File: src/rtl/sync_nff_filt.sv
// sync_nff_filt: per-channel N-flop synchronizer with optional stability filter (SYNC_NFF_FILT_FILTER_EN) and edge pulses
module sync_nff_filt #(
  parameter int WIDTH = 1,
  parameter int STAGES = 2,
  parameter logic [WIDTH-1:0] FF_INIT = {WIDTH{1'b0}},
  parameter int FILT_CYCLES = 4
) (
  input  logic             clk,
  input  logic             rst,
  input  logic             en,
  input  logic [WIDTH-1:0] din,
  output logic [WIDTH-1:0] dout,
  output logic [WIDTH-1:0] rise,
  output logic [WIDTH-1:0] fall,
  output logic             changed
);
  if (WIDTH < 1 || WIDTH > 32 || STAGES < 2 || STAGES > 4 || FILT_CYCLES < 1 || FILT_CYCLES > 255) begin : g_bad_param
    $error("sync_nff_filt: parameter out of range");
  end
  logic [STAGES-1:0][WIDTH-1:0] sync;
  logic [WIDTH-1:0] s;
  logic [WIDTH-1:0] tog;
  assign s = sync[STAGES-1];
  // synchronizer chain shifts every cycle, independent of en
  always_ff @(posedge clk or negedge rst) begin
    if (!rst) sync <= {STAGES{FF_INIT}};
    else sync <= {sync[STAGES-2:0], din};
  end
`ifdef SYNC_NFF_FILT_FILTER_EN
  localparam int CW = $clog2(FILT_CYCLES + 1);
  logic [WIDTH-1:0][CW-1:0] cnt, cnt_nxt;
  // a channel toggles only after s has disagreed with dout for FILT_CYCLES consecutive enabled cycles
  always_comb begin
    tog = '0;
    cnt_nxt = '0;
    for (int k = 0; k < WIDTH; k++) begin
      tog[k] = en && (s[k] != dout[k]) && (cnt[k] == CW'(FILT_CYCLES - 1));
      cnt_nxt[k] = (en && (s[k] != dout[k]) && !tog[k]) ? cnt[k] + CW'(1) : '0;
    end
  end
  // stability counters, cleared on agreement, acceptance or en low
  always_ff @(posedge clk or negedge rst) begin
    if (!rst) cnt <= '0;
    else cnt <= cnt_nxt;
  end
`else
  // unfiltered: dout follows s whenever enabled
  always_comb tog = en ? (s ^ dout) : '0;
`endif
  // registered level and edge pulses; pulses derive from the accepted toggle, so reset never pulses
  always_ff @(posedge clk or negedge rst) begin
    if (!rst) begin
      dout <= FF_INIT;
      rise <= '0;
      fall <= '0;
      changed <= 1'b0;
    end else begin
      dout <= dout ^ tog;
      rise <= tog & ~dout;
      fall <= tog & dout;
      changed <= |tog;
    end
  end
endmodule

File: config.mk
export PLATFORM = sky130hd
export DESIGN_NAME = sync_nff_filt
export DESIGN_NICKNAME = d
export VERILOG_FILES = /design/src/rtl/sync_nff_filt.sv
export SDC_FILE = /design/constraint.sdc
export NUM_CORES = 1
export LEC_CHECK = 0
export ABC_AREA = 1
export BUFFER_PORTS_ARGS = -buffer_cell sky130_fd_sc_hd__buf_2
export CAP_MARGIN = 0
export CORE_AREA = 3 3 40 42
export DETAILED_ROUTE_END_ITERATION = 7
export DIE_AREA = 0 0 43 45
export PLACE_DENSITY = 0.38
export SLEW_MARGIN = 30
export SYNTH_ARGS = -nofsm -noshare
export SYNTH_HDL_FRONTEND = slang
export SYNTH_SLANG_ARGS = --single-unit
File: constraint.sdc
create_clock -name clk -period 1.45 [get_ports clk]
set_input_delay 0.0725 -clock clk [delete_from_list [all_inputs] [get_ports clk]]
set_output_delay 0.0725 -clock clk [all_outputs]
set_load 0.01 [all_outputs]
== Word-level counts from Yosys, hierarchy flattened ==
Index checks and enable logic that the tools add are counted.

* Output and inout bits: 4
* Flip-flop bits (word level): 6
* Word-level logic and storage cells: 12

* Bitwise logic cells: 5
* Multiplexer cells: 1

{| class="wikitable"
|+ Operators by type and width
! kind !! count
|-
| 1-bit AND || 2
|-
| 1-bit XOR || 2
|-
| 1-bit two-way mux || 1
|-
| 1-bit NOT || 1
|}

== Longest topological paths before layout ==
Gate-level depths: netlist (run 1).

* Depth in word-level cells: 3
* Depth in mapped cells: 3
* Gate-level depth less buffers: 3

== Worst setup path before layout (run 1) ==
Ideal clock, no wire load.

* Kind: register -> register
* From: register (tool-made name)
* To: register changed
* Data arrival time: 0.586 ns
* Clock period less this slack: 0.703 ns
* Required time: 1.333 ns
* Stages on the path, launching flop included: 3
* Setup time: 0.117 ns
* Path buffers: 0
* Path slack: 0.747 ns
* Cells stage by stage: dfrtp_1 -> nor2_1 -> nor2_1

{| class="wikitable"
|+ RTL lines
! item !! line !! source
|-
| end signal, assigned || 61 || <nowiki>changed <= |tog;</nowiki>
|-
| end, declared || 15 || <nowiki>output logic changed</nowiki>
|}

==> results of run 1 <==
==> synthesized netlist by cell type, drive strengths merged <==
master,count
dfrtp,6
inv,2
nor2,3
o21ai,1
nand3b,1
nand2,3
==> metal layers <==
layer | up-vias | GRT usage
li1 | 74 | -
met1 | 61 | 0.04444
met2 | 12 | 0.05090
met3 | 0 | 0.06773
met4 | 0 | 0.03614
met5 | - | 0
==> worst min path at each step <==
stage	start	to	slack [ns]	depth (start not counted)
detailed placement	rst	changed	-0.1	1
global placement	rst	fall	-0.1	1
finish	en	flop	0.05	2
global route	en	flop	0.04	2
floorplan	rst	async pin	-0.22	0
CTS	en	flop	0.04	2
==> kinds of logic (layout without fill, tap and decap cells) <==
group           Yosys count  in the layout  share of synthesized area
simple gates              7              7                     0.1559
flops                     6              6                     0.7792
buf+inv                   2             14                    0.03898
compound gates            1              1                    0.02595
==> power by group through the flow <==
stage	Sequential, mW	Clock, mW	Combinational [mW]
2_1_floorplan	0.190	0	0.00772
3_3_place_gp	0.186	0	0.0280
3_5_place_dp	0.187	0	0.0283
4_1_cts	0.184	0.161	0.0325
5_1_grt	0.186	0.175	0.0359
6_report	0.184	0.151	0.0316
==> metrics by stage <==
step	cell area, um2	instances	hold slack [ns]	power (mW)
after floorplan	192.7	16	-0.2231	0.1979
after global placement	246.5	38	-0.09980	0.2143
after detailed placement	246.5	38	-0.09729	0.2152
after CTS	289.0	43	0.04120	0.3777
after global routing	289.0	43	0.04244	0.3971
final	289.0	43	0.05170	0.3666
==> cell type report <==
class,count,area (um2)
Fill cell,138,996.0
Sequential cell,6,150.1
Timing Repair Buffer,9,55.05
Multi-Input combinational cell,8,35.03
Clock buffer,3,22.52
Tap cell,15,18.77
Inverter,2,7.507
==> impl_metrics.json, run 1 <==
{
  "tightest_slew_ns": 0.1667,
  "dieArea_um2": 1935,
  "final_common_cell": "buf_2",
  "h-tree-depth": 1,
  "crit_fanout": 6,
  "power_density_nw_per_um2": 1268,
  "reg2reg_slack_ns": 0.76,
  "fp.coreArea_um2": 1285,
  "synth_top_cell_area_share": 0.7792,
  "pwr-share-clk": 0.411,
  "endpoint_kind": "output port",
  "slew_headroom": 0.8889,
  "reg2reg_to": "changed",
  "worst_slack_ns": 0.5529,
  "first_pass_iters": 4,
  "crit_family": "flip-flops",
  "boundaryPins": 8,
  "clock.fmax_mhz": 1115,
  "portBuffers": 7,
  "tritoncts": "done",
  "power_switching_mw": 0.07954,
  "gr-total-overflow": 0,
  "cts_buffers": 3,
  "area_delta_synth_final_pct": 50.00,
  "die_w_um": 43,
  "die_y_um": 45,
  "clk-insertion-delay-late_ns": 0.24,
  "vdd_ir_drop_max_v": 0.0003926,
  "maxSlewViolCount": 0,
  "synth_fp_nets": 20,
  "status": "completed",
  "num_rows": 13,
  "cts_buffer_depth": 2,
  "grt_pass1_vias": 140,
  "pwr-share-comb": 0.086,
  "initial_utilization": 0.1500,
  "finalHoldViolCount": 0,
  "wl_met2_um": 135,
  "rsz0062_at_grt": "no",
  "ys_warn_count": 0,
  "synth-seq-cells": 6,
  "antenna_found_initial": 0,
  "dp_hpwl_um": 256.5,
  "wire_per_inst_um": 8.140,
  "max_stage_delay_ns": 0.42,
  "critical_path_required_ns": 1.38,
  "via_per_inst": 3.419,
  "fin_crit_ns": 0.8972,
  "gp_congestion": 0.5956,
  "sw_frac_of_total": 0.2170,
  "ys_seq_area_frac": 0.7792,
  "grt_max_degree": 7,
  "hold_buffers": 2,
  "remaining_drc_errors": 0,
  "n_antenna_cell": 0,
  "met1_length_um": 142,
  "drtIter0Drc": 3,
  "critPathKind": "flop to output port",
  "finalClockSkew_ns": 0.0002011,
  "crit_buf_inv": 1,
  "tns_ns": 0,
  "crit_chain": "buf_2",
  "synthTopCellsByArea": "dfrtp_1 78%, nand2_1 5.8%, nor2_1 5.8%, inv_1 3.9%, nand3b_1 3.9%",
  "cp-start-kind": "flop",
  "syn-cell-area_um2": 192.7,
  "rr_worst_depth": 2,
  "drive_gt1_frac": 0.3571,
  "met3_length_um": 72,
  "hold_path.class": "primary input to flop",
  "post-place-ws_ns": 0.7623,
  "cp.depth": 1,
  "crit_end": "dout",
  "final_cell_mix": "7 x buf_2, 6 x dfrtp_1, 3 x nor2_1, 3 x nand2_1, 3 x clkbuf_4",
  "clockRootBuffer": "clkbuf_4",
  "period_share": 0.6187,
  "top_layer_used": "met3",
  "wl_um": 350,
  "power_frac_seq": 0.503,
  "max_cap_violations": 0,
  "track_usage": 0.04870,
  "antenna_left": 0,
  "finalSetupViolCount": 0,
  "path_clk_slew_ns": 0.04,
  "ys_types": 6,
  "synth_top_area_cell": "dfrtp_1",
  "post_cts_buffers": 0,
  "leakage_nw": 0.1587,
  "final_core_util": 0.2249,
  "vias": 147,
  "grt_pass1_wl_um": 565,
  "power.internal_mw": 0.2871,
  "postSynthCellCount": 16,
  "worst_path_max_delay_cell": "dfrtp_1",
  "postCtsResizedCells": 0,
  "clock-sinks": 6,
  "critPathArrivalTime_ns": 0.82,
  "avgSynthCellArea_um2": 12.04,
  "final_nets": 34
}
Power figures use the tool's default switching activity.
==> run 2, diff against run 1 <==
--- a/config.mk
+++ b/config.mk
@@ -11,7 +11,7 @@
 export CORE_AREA = 3 3 40 42
 export DETAILED_ROUTE_END_ITERATION = 7
 export DIE_AREA = 0 0 43 45
-export PLACE_DENSITY = 0.38
+export PLACE_DENSITY = 0.39
 export SLEW_MARGIN = 30
 export SYNTH_ARGS = -nofsm -noshare
 export SYNTH_HDL_FRONTEND = slang
==> constraint.sdc (replaced) <==
create_clock -name clk -period 0.8 [get_ports clk]
set_input_delay 0.04 -clock clk [delete_from_list [all_inputs] [get_ports clk]]
set_output_delay 0.04 -clock clk [all_outputs]
set_load 0.01 [all_outputs]
==> run 2 against run 1 <==
  * The flow now finishes with violations (setup timing)
  * Sequential share of layout area down 3.9 points
  * Critical path depth unchanged
  * Sequential power up 81%
  * Flip-flop and latch count unchanged
  * Combinational power up 150%
  * Routed wire length up 11%
  * Die area unchanged
  * Total power up 84%
  * Non-clock buffer count up 2
  * Clock-buffer cell count unchanged
==> impl_metrics.json, run 2 (synthesis gave the netlist of run 1 again) <==
{
  "die_y_um": 45,
  "grt_pass1_vias": 174,
  "tns_ns": -0.02245,
  "power_switching_mw": 0.1419,
  "num_rows": 13,
  "crit_chain": "buf_2",
  "first_pass_iters": 1,
  "rr_worst_depth": 3,
  "critical_path_required_ns": 0.76,
  "period_share": 1.028,
  "pwr-share-comb": 0.115,
  "max_stage_delay_ns": 0.40,
  "final_nets": 36,
  "die_w_um": 43,
  "reg2reg_to": "changed",
  "track_usage": 0.05961,
  "antenna_found_initial": 0,
  "clockRootBuffer": "clkbuf_4",
  "fin_crit_ns": 0.8225,
  "path_clk_slew_ns": 0.04,
  "violations": "setup timing",
  "vias": 155,
  "whs_path_depth": 2,
  "gr-total-overflow": 0,
  "n_antenna_cell": 0,
  "status": "complete, but fails checks",
  "finalHoldViolCount": 0,
  "cp-start-kind": "flop",
  "wire_per_inst_um": 8.644,
  "dieArea_um2": 1935,
  "final_core_util": 0.2434,
  "worst_slack_ns": -0.02245,
  "clk-insertion-delay-late_ns": 0.24,
  "pwr-share-clk": 0.391,
  "cts_buffers": 3,
  "critPathKind": "flop to output port",
  "boundaryPins": 8,
  "crit_family": "flip-flops",
  "finalSetupViolCount": 1,
  "rsz0062_at_grt": "yes",
  "min_from": "en",
  "final_cell_mix": "6 x dfrtp_1, 6 x buf_2, 3 x nand2_1, 3 x clkbuf_4",
  "sw_frac_of_total": 0.2100,
  "fp.coreArea_um2": 1285,
  "gp_congestion": 0.5966,
  "via_per_inst": 3.444,
  "cts_buffer_depth": 2,
  "clock.fmax_mhz": 1216,
  "power.internal_mw": 0.5338,
  "tritoncts": "done",
  "drive_gt1_frac": 0.4333,
  "critPathArrivalTime_ns": 0.78,
  "grt_max_degree": 7,
  "area_delta_synth_final_pct": 62.34,
  "drtIter0Drc": 0,
  "clock-sinks": 6,
  "vdd_ir_drop_max_v": 0.0006945,
  "leakage_nw": 0.1690,
  "crit_buf_inv": 1,
  "power_density_nw_per_um2": 2160,
  "power_frac_seq": 0.494,
  "portBuffers": 7,
  "hold_path.class": "primary input to flop",
  "remaining_drc_errors": 0,
  "finalClockSkew_ns": 0.001967,
  "max_cap_violations": 0,
  "endpoint_kind": "output port",
  "worst_path_max_delay_cell": "dfrtp_1",
  "tightest_slew_ns": 0.1368,
  "initial_utilization": 0.1500,
  "crit_fanout": 4,
  "h-tree-depth": 1,
  "reg2reg_slack_ns": 0.01,
  "grt_pass1_wl_um": 717,
  "maxSlewViolCount": 0,
  "wl_um": 389,
  "slew_headroom": 0.9088,
  "antenna_left": 0
}
==> run 2: how the worst max path moves through the flow <==
stage,start,endpoint,slack (ns),depth (start not counted)
floorplan,flop,changed,0.1,2
global placement,flop,changed,0.13,2
detailed placement,flop,changed,0.07,3
CTS,flop,dout,-0.03,1
global route,flop,dout,-0.08,1
finish,flop,dout,-0.02,1
==> run 2: area by class of cell <==
cell class / instances / area, um2
clock buffers: 3 / 22.52
repair buffers: 11 / 76.32
multi-input cells: 8 / 37.54
inverters: 2 / 7.507
fillers: 139 / 972.2
well taps: 15 / 18.77
flip-flops and latches: 6 / 150.1
==> run 2: through the flow <==
step           std cells  area [um2]  hold WS (ns)  power, mW  setup slack, ns
6_report              45       312.8       0.03291     0.6757         -0.02245
5_1_grt               45       312.8       0.01667     0.7386         -0.07828
4_1_cts               45       304.0       0.02408     0.6903         -0.03440
3_5_place_dp          38       246.5       -0.1299     0.3918          0.06543
3_3_place_gp          38       246.5       -0.1328     0.3881           0.1256
2_1_floorplan         16       192.7       -0.2556     0.3587          0.09659
==> run 2: power by group through the flow <==
stage | logic (mW) | registers [mW] | clock network (mW)
after CTS | 0.0753 | 0.333 | 0.282
after floorplan | 0.0140 | 0.345 | 0
after detailed placement | 0.0528 | 0.339 | 0
after global placement | 0.0510 | 0.337 | 0
after global routing | 0.0866 | 0.336 | 0.316
final | 0.0778 | 0.333 | 0.264
==> run 2: repair_timing <==
item / CTS / global route
setup endpoints to repair: 1 / 6
resized for setup: 0 / 2
pin swaps: 1 / 0
gates cloned: 0 / 0
hold buffers: 2 / 0
endpoints found under the hold margin: 7 / 0
setup buffers: 2 / 0
==> run 2: metal layers <==
metal,up-vias,GRT usage,part of all wire
met4,0,0.05422,0.013
met3,2,0.06375,0.15
met5,-,0,0
met2,10,0.08084,0.51
li1,77,-,-
met1,66,0.04691,0.32
==> run 3, diff against run 2 <==
--- a/config.mk
+++ b/config.mk
@@ -9,9 +9,10 @@
 export BUFFER_PORTS_ARGS = -buffer_cell sky130_fd_sc_hd__buf_2
 export CAP_MARGIN = 0
 export CORE_AREA = 3 3 40 42
+export CTS_CLUSTER_SIZE = 20
 export DETAILED_ROUTE_END_ITERATION = 7
 export DIE_AREA = 0 0 43 45
-export PLACE_DENSITY = 0.39
+export PLACE_DENSITY_LB_ADDON = 0.25
 export SLEW_MARGIN = 30
 export SYNTH_ARGS = -nofsm -noshare
 export SYNTH_HDL_FRONTEND = slang
==> run 3 against run 2 <==
  * The run now ends clean
  * Global-route usage fell by 0.92 points
  * Critical path depth increased by 2
  * Combinational power is 5.0% lower
  * Flip-flop and latch count stayed put
  * Via count shrank 0.65%
  * Largest power group unchanged
==> impl_metrics.json, run 3 (synthesis gave the netlist of run 1 again) <==
{
  "status": "completed",
  "multi_input_area_um2": 35.03,
  "leakage_nw": 0.1654,
  "drtIter0Drc": 1,
  "grt_pass1_wl_um": 614,
  "layoutNonFillerInstCount": 44,
  "remaining_drc_errors": 0,
  "slew_headroom": 0.9089,
  "reg2reg_slack_ns": 0.008,
  "final_cell_mix": "6 x dfrtp_1, 6 x buf_2, 3 x nor2_1, 3 x nand2_1, 3 x clkbuf_4",
  "vias": 154,
  "antenna_found_initial": 0,
  "placed_cells": 38,
  "initial_utilization": 0.1500,
  "fillCellCount": 142,
  "drive_gt1_frac": 0.3793,
  "placed_area_um2": 246.5,
  "cts_buffers": 3,
  "track_usage": 0.05038,
  "crit_fanout": 5,
  "num_rows": 13,
  "min_from": "en",
  "finalSetupViolCount": 0,
  "rsz0062_at_grt": "yes",
  "crit_chain": "buf_4 > nor2_1 > nor2_1",
  "clockRootBuffer": "clkbuf_4",
  "seqCellArea_um2": 150.1,
  "finalHoldViolCount": 0,
  "tightest_slew_ns": 0.1366,
  "whs_path_depth": 2,
  "power_density_nw_per_um2": 2209,
  "crit_buf_inv": 1,
  "dp_hpwl_um": 269.4,
  "gp_congestion": 0.6539,
  "critical_path_required_ns": 0.93,
  "cts_buffer_depth": 2,
  "boundaryPins": 8,
  "clock-sinks": 6,
  "reg2reg_to": "changed",
  "hold_path.class": "primary input to flop",
  "fp.coreArea_um2": 1285,
  "period_share": 0.9898,
  "design_area_um2": 302.8,
  "die_w_um": 43,
  "wire_per_inst_um": 7.864,
  "rr_worst_depth": 3,
  "endpoint_kind": "flop",
  "final_nets": 35,
  "antenna_left": 0,
  "area_delta_synth_final_pct": 57.14,
  "n_antenna_cell": 0,
  "clock.fmax_mhz": 1263,
  "maxSlewViolCount": 0,
  "critPathKind": "flop to flop",
  "dieArea_um2": 1935,
  "path_clk_slew_ns": 0.04,
  "crit_top_cell": "nor2_1",
  "finalClockSkew_ns": 0.0006445,
  "clk-insertion-delay-late_ns": 0.24,
  "grt_pass1_vias": 159,
  "portBuffers": 7,
  "vdd_ir_drop_max_v": 0.0009099,
  "grt_max_degree": 7,
  "die_y_um": 45,
  "critPathArrivalTime_ns": 0.92,
  "max_stage_delay_ns": 0.38,
  "tns_ns": 0,
  "h-tree-depth": 1,
  "crit_family": "flip-flops",
  "worst_path_max_delay_cell": "dfrtp_1",
  "via_per_inst": 3.500,
  "tritoncts": "done",
  "gr-total-overflow": 0,
  "wl_um": 346,
  "fin_crit_ns": 0.7918,
  "max_cap_violations": 0,
  "cp-start-kind": "flop",
  "first_pass_iters": 2
}
[run 3: how the worst max path moves through the flow]
stage               from  endpoint  slack (ns)  cells past startpoint
finish              flop   changed       0.008                      3
global route        flop   changed       -0.03                      4
CTS                 flop      dout       0.002                      1
detailed placement  flop   changed        0.11                      2
global placement    flop   changed        0.12                      2
floorplan           flop   changed         0.1                      2
[run 3: worst reg2reg max path: stages, from the launching register on]
cell and delay, ns:
dfrtp_1 0.38, buf_4 0.15, nor2_1 0.10, nor2_1 0.05
[run 3: routing by layer]
metal  global-route usage  wire length [um]
met1              0.04691               147
met2              0.06886               145
met3              0.05976                53
met4              0.01807                 0
met5                    0                 0
[run 3: area by class of cell]
class,count,share of cell area
Clock buffer,3,0.07438
Inverter,2,0.02479
Multi-Input combinational cell,8,0.1157
Sequential cell,6,0.4959
Tap cell,15,0.06198
Timing Repair Buffer,10,0.2273
[run 3: stage by stage]
stage,power (mW),util,setup slack (ns),hold WS [ns]
final,0.6688,0.2356,0.008177,0.03231
after global routing,0.7279,0.2356,-0.03191,0.02598
after CTS,0.6868,0.2308,0.002346,0.02213
after detailed placement,0.3911,0.1918,0.1126,-0.1268
after global placement,0.3883,0.1918,0.1214,-0.1331
after floorplan,0.3587,-,0.09659,-0.2556
[run 3: where the power goes]
| group | switching (mW) | internal, mW | total (mW) |
|---|---|---|---|
| clock | 0.0953 | 0.169 | 0.264 |
| sequential | 0.00778 | 0.323 | 0.331 |
| combinational | 0.0353 | 0.0386 | 0.0739 |
| total | 0.138 | 0.530 | 0.669 |
[run 3: timing repair]
| item | CTS | global route |
|---|---|---|
| hold buffers | 2 | 0 |
| resized for setup | 0 | 1 |
| setup endpoints to repair | 1 | 2 |
| endpoints found under the hold margin | 7 | 0 |
| buffers inserted | 1 | 0 |
